File: config.mk
export PLATFORM = sky130hd
export DESIGN_NAME = pipe_hazard_ctrl
export DESIGN_NICKNAME = d
export VERILOG_FILES = /design/src/rtl/pipe_ctrl_pkg.sv /design/src/rtl/load_use_detect.sv /design/src/rtl/pipe_hazard_ctrl.sv
export SDC_FILE = /design/constraint.sdc
export NUM_CORES = 1
export LEC_CHECK = 0
export CAP_MARGIN = 20
export CORE_MARGIN = 3
export CORE_UTILIZATION = 47
export DETAILED_ROUTE_END_ITERATION = 7
export PLACE_DENSITY = 0.79
export SYNTH_ARGS = -nofsm -noshare
export SYNTH_HDL_FRONTEND = slang
export SYNTH_HIERARCHICAL = 1
export SYNTH_SLANG_ARGS = --single-unit
File: constraint.sdc
create_clock -name clk -period 2.27 [get_ports clk]
set_input_delay 0.227 -clock clk [delete_from_list [all_inputs] [get_ports clk]]
set_output_delay 0.227 -clock clk [all_outputs]
set_load 0.02 [all_outputs]
File: src/rtl/pipe_ctrl_pkg.sv
// Shared types and constants for the pipeline hazard sequencer.
// Holds the sequencer state encoding, the hard-wired zero register and default limits.
package pipe_ctrl_pkg;

  typedef enum logic [1:0] {
    RUN  = 2'd0,
    WAIT = 2'd1,
    ERR  = 2'd2
  } state_t;

  localparam logic [4:0] REG_ZERO         = 5'd0;
  localparam int         MAX_MEM_WAIT_DEF = 15;

endpackage

File: src/rtl/load_use_detect.sv
// Combinational load-use hazard detector between the ID and EX stages.
// Flags an ID source that matches the destination of a load currently in EX.
module load_use_detect
  import pipe_ctrl_pkg::*;
(
  input  logic [4:0] rs_id,
  input  logic [4:0] rt_id,
  input  logic       uses_rt_id,
  input  logic       memread_ex,
  input  logic [4:0] wreg_ex,
  output logic       lu
);

  logic rs_hit;
  logic rt_hit;

  assign rs_hit = (wreg_ex == rs_id);
  assign rt_hit = uses_rt_id && (wreg_ex == rt_id);

  // Register zero never holds a produced value, so a load targeting it creates no hazard.
  assign lu = memread_ex && (wreg_ex != REG_ZERO) && (rs_hit || rt_hit);

endmodule

File: src/rtl/pipe_hazard_ctrl.sv
// Pipeline sequencer: load-use stalls, taken-branch flushes and data-memory waits.
// Also watchdogs memory waits (sticky timeout) and counts stalled fetch cycles.
module pipe_hazard_ctrl
  import pipe_ctrl_pkg::*;
#(
  parameter int MAX_MEM_WAIT = MAX_MEM_WAIT_DEF,
  parameter int CNT_W        = 16
) (
  input  logic             clk,
  input  logic             rst,
  input  logic [4:0]       rs_id,
  input  logic [4:0]       rt_id,
  input  logic             uses_rt_id,
  input  logic             memread_ex,
  input  logic [4:0]       wreg_ex,
  input  logic             branch_taken_ex,
  input  logic             mem_req,
  input  logic             mem_ready,
  output logic             pc_write,
  output logic             ifid_write,
  output logic             ifid_flush,
  output logic             idex_write,
  output logic             idex_bubble,
  output logic             pipe_hold,
  output logic [CNT_W-1:0] stall_cnt,
  output logic             timeout_err
);

  localparam logic [7:0] WAIT_LAST = 8'(MAX_MEM_WAIT - 1);

  state_t     state;
  state_t     state_nxt;
  logic [7:0] wait_cnt;
  logic       lu;
  logic       mem_block;

  load_use_detect u_lu (
    .rs_id      (rs_id),
    .rt_id      (rt_id),
    .uses_rt_id (uses_rt_id),
    .memread_ex (memread_ex),
    .wreg_ex    (wreg_ex),
    .lu         (lu)
  );

  assign mem_block = mem_req && !mem_ready;

  // NOTE: sequential state uses non-blocking assignments so every register samples pre-edge values.
  always_ff @(posedge clk or posedge rst) begin
    if (rst) state <= RUN;
    else     state <= state_nxt;
  end

  always_comb begin
    state_nxt = state;
    case (state)
      RUN:  if (mem_block) state_nxt = WAIT;
      WAIT: begin
        if (!mem_block)                  state_nxt = RUN;
        else if (wait_cnt == WAIT_LAST)  state_nxt = ERR;
      end
      ERR:     state_nxt = ERR;
      default: state_nxt = RUN;
    endcase
  end

  // NOTE: every output gets a default before the priority chain, so no path can infer a latch.
  always_comb begin
    pc_write    = 1'b1;
    ifid_write  = 1'b1;
    ifid_flush  = 1'b0;
    idex_write  = 1'b1;
    idex_bubble = 1'b0;
    pipe_hold   = 1'b0;
    if (rst) begin
      // Reset keeps fetch frozen and feeds bubbles into ID/EX.
      pc_write    = 1'b0;
      ifid_write  = 1'b0;
      idex_bubble = 1'b1;
    end else if (state == ERR || mem_block) begin
      // Freeze everything; pending flush/bubble decisions replay once memory completes.
      pc_write   = 1'b0;
      ifid_write = 1'b0;
      idex_write = 1'b0;
      pipe_hold  = 1'b1;
    end else if (branch_taken_ex) begin
      ifid_flush  = 1'b1;
      idex_bubble = 1'b1;
    end else if (lu) begin
      pc_write    = 1'b0;
      ifid_write  = 1'b0;
      idex_bubble = 1'b1;
    end
  end

  always_ff @(posedge clk or posedge rst) begin
    if (rst)                            wait_cnt <= '0;
    else if (state == ERR || !mem_block) wait_cnt <= '0;
    else                                wait_cnt <= wait_cnt + 8'd1;
  end

  always_ff @(posedge clk or posedge rst) begin
    if (rst) begin
      stall_cnt <= '0;
    end else if (state != ERR && !pc_write && stall_cnt != {CNT_W{1'b1}}) begin
      stall_cnt <= stall_cnt + CNT_W'(1);
    end
  end

  always_ff @(posedge clk or posedge rst) begin
    if (rst)                                timeout_err <= 1'b0;
    else if (state == WAIT && state_nxt == ERR) timeout_err <= 1'b1;
  end

endmodule

==> results_dict.tcl <==
set metrics [dict create \
    status "finished, final reports clean" \
    path_depth 7 \
    critPathMaxFanout 5 \
    place.gp.congestion 0.787 \
    fin_crit_ns 2.20 \
    rr_worst_depth 5 \
    num_vias 1294 \
    tritoncts "built" \
    overflow 0 \
    max_cap_violations 0 \
    finalSetupViolCount 0 \
    routed_via_density 5.28 \
    cts_buffers 3 \
    yosys.area_share.simple_pct 26.3 \
    ioPinCount 45 \
    crit_family "compound AO/OA/AOI/OAI gates" \
    synthToLayoutAreaGrowth_pct 37.8 \
    p_per_area_nw_per_um2 651 \
    dp_hpwl_mm 2.64 \
    clock_latency_ns 0.32 \
    postCtsHoldBufs 0 \
    routed_wl_mm 3.23 \
    yosys.area_share.adder_pct 2.45 \
    syn_nets 174 \
    path_cells "clkdlybuf4s50_1 -> or4_1 -> o21ai_1 -> a21oi_2 -> nor2b_4 -> o311ai_2 -> mux2_2" \
    die_w_um 63.1 \
    drv_slew 0 \
    drt_iter0_markers 62 \
    required_ns 2.49 \
    htree_levels 1 \
    initial_core_util_pct 49.8 \
    cts_root_buffer "clkbuf_4" \
    drc 0 \
    synth_area_um2 1530 \
    antennaDiodeCount 0 \
    path_class "in2reg" \
    dieArea_um2 3990 \
    yosys.area.top_type "dfrtp_1" \
    cp.arrival_ns 2.42 \
    peakVddDrop_v 0.000301 \
    finalClockSkew_ns 0.00241 \
    grt_pass1_wl_mm 5.76 \
    postRouteAntennaNets 0 \
    yosys-top-cells-area "dfrtp_1 44%, xor2_1 13%, xnor2_1 3.4%, nor3_1 2.9%, nand2_1 2.9%" \
    yosys_register_bits 27 \
    synth_xor_area_share_pct 16.6 \
    cpMaxStageDelayCell "or4_1" \
    whs_path_depth 1 \
    fmax_ghz 0.454 \
    synth_compound_area_share_pct 5.95 \
    hp-class "reg2reg" \
    num_rows 20 \
    path_buf_inv 1 \
    grt_pass1_vias 1362 \
    p_leak_nw 0.934 \
    nets 227 \
    cts_sinks 27 \
    relSlewSlack_pct 64.4 \
    postCtsSetupRepairBufs 0 \
    slowest_delay_ns 0.52 \
    startpoint_type "input pin" \
    firstDrtPassIters 4 \
    cts_buffer_depth 2 \
    clk_pin_slew_worst_paths_ns 0.13 \
    whs_ns 0.473 \
    die_h_um 63.1 \
    port_buffers 44 \
    synth_warnings 6 \
    synth.yosys.seq_area_share_pct 44.0 \
    syn-instance-count 149 \
    finalCritPeriodShare_pct 97.1 \
    wire_per_inst_um 13.2 \
    synth.avg_cell_area_um2 10.3 \
    core_um2 3080 \
    nFillCells 244 \
    rsz0062_at_grt "yes" \
    synth_top_area_share_pct 44.0 \
    grtUsageTotal_pct 17.4 \
    drive_gt1_share_pct 13.9 \
    synth_top_family_by_area "simple AND/OR/NAND/NOR gates" \
    fin_ws_ns 0.0662 \
    crit_path_end_kind "flip-flop" \
    synth_mux_area_share_pct 2.37 \
    grt_max_degree 28 \
    antenna_found_initial 0 \
    tightest_slew_ns 0.528 \
    hold_viol 0 \
    place_ws_ns -0.469 \
    ys_types 37 \
]
placed cells by master (no fill, tap or decap), types with 3 or more instances in the layout:
master / Yosys / routed
nor3_1: 9 / 8
inv_1: 5 / 5
nor2_1: 11 / 11
ha_1: 3 / 3
xor2_1: 23 / 23
xnor2_1: 6 / 6
nand3_1: 6 / 6
buf_4: 1 / 9
dfrtp_1: 27 / 27
and3_1: 3 / 3
clkbuf_4: 0 / 3
nand2b_1: 3 / 3
clkdlybuf4s50_1: 0 / 41
nor4_1: 7 / 6
nand4_1: 6 / 6
nand2_1: 12 / 12
synthesized netlist by cell type:
master    count
a21oi_1       3
a41oi_2       1
and2_1        2
and3_1        3
and4_1        1
and4b_1       1
buf_2         1
buf_4         1
clkbuf_1      1
dfrtp_1      27
ha_1          3
inv_1         5
mux2_2        1
mux2_4        1
mux2i_1       1
nand2_1      12
nand2b_1      3
nand3_1       6
nand3_2       1
nand4_1       6
nand4_2       1
nor2_1       11
nor2b_1       2
nor3_1        9
nor3b_1       1
nor4_1        7
nor4_2        1
nor4_4        1
nor4b_1       1
o21ai_1       1
o311ai_0      1
o311ai_1      1
o31ai_4       1
o41ai_2       1
or4_1         1
xnor2_1       6
xor2_1       23
cell type report:
class / instances / area (µm²) / share of cell area (%)
clock buffer: 3 / 22.5 / 1.07
tap: 44 / 55.1 / 2.61
timing repair buffer: 51 / 483 / 22.9
clock inverter: 1 / 5.00 / 0.237
inverter: 5 / 18.8 / 0.888
multi-input combinational: 114 / 853 / 40.4
sequential: 27 / 676 / 32.0
through the flow:
step,total power [mW],TNS [ns],util (%),std cells,area [µm²]
5_1_grt,1.47,-0.00950,68.7,245,2110
3_3_place_gp,1.17,-5.36,67.1,241,2070
4_1_cts,1.39,-0.487,68.0,245,2090
6_report,1.38,0,68.7,245,2110
2_1_floorplan,0.936,0,-,149,1530
3_5_place_dp,1.19,-6.28,67.1,241,2070
flip-flops by register name, summed over array words and instances, names as in the netlist:
register     count
timeout_err      1
state            2
wait_cnt         8
stall_cnt       16
path summary, 6_finish.rpt:
| path | slack, ns | endpoint | start |
|---|---|---|---|
| worst max-delay path | 0.07 | stall_cnt[3] | wreg_ex[4] |
| worst min-delay path | 0.47 | state[0] | state[1] |
| worst max register to register | 0.45 | stall_cnt[9] | stall_cnt[0] |
| worst min register to register | 0.47 | state[0] | state[1] |
| max in group asynchronous | 1.52 | stall_cnt[13] | rst |
| min in group asynchronous | 0.51 | stall_cnt[3] | rst |
logic make-up after synthesis:
logic type / after synthesis
buf+inv: 8
flops: 27
simple gates: 70
fa+ha+maj: 3
xor+xnor: 29
compound gates: 9
mux: 3
power breakdown:
group | internal, mW | switching (mW)
Combinational | 0.271 | 0.253
Clock | 0.0660 | 0.132
Sequential | 0.550 | 0.104
per-layer routing:
metal	track usage (%)	vias to the layer above	wire length (µm)
met4	4.68	0	33
li1	-	634	-
met3	2.85	5	188
met5	0	-	0
met2	31.9	46	1570
met1	21.0	609	1440
what timing repair did:
item | 4_1_cts | 5_1_grt
endpoints found under the setup margin | 9 | 14
pin swaps | 0 | 1
gates resized for setup | 6 | 15
Power figures use the tool's default switching activity.
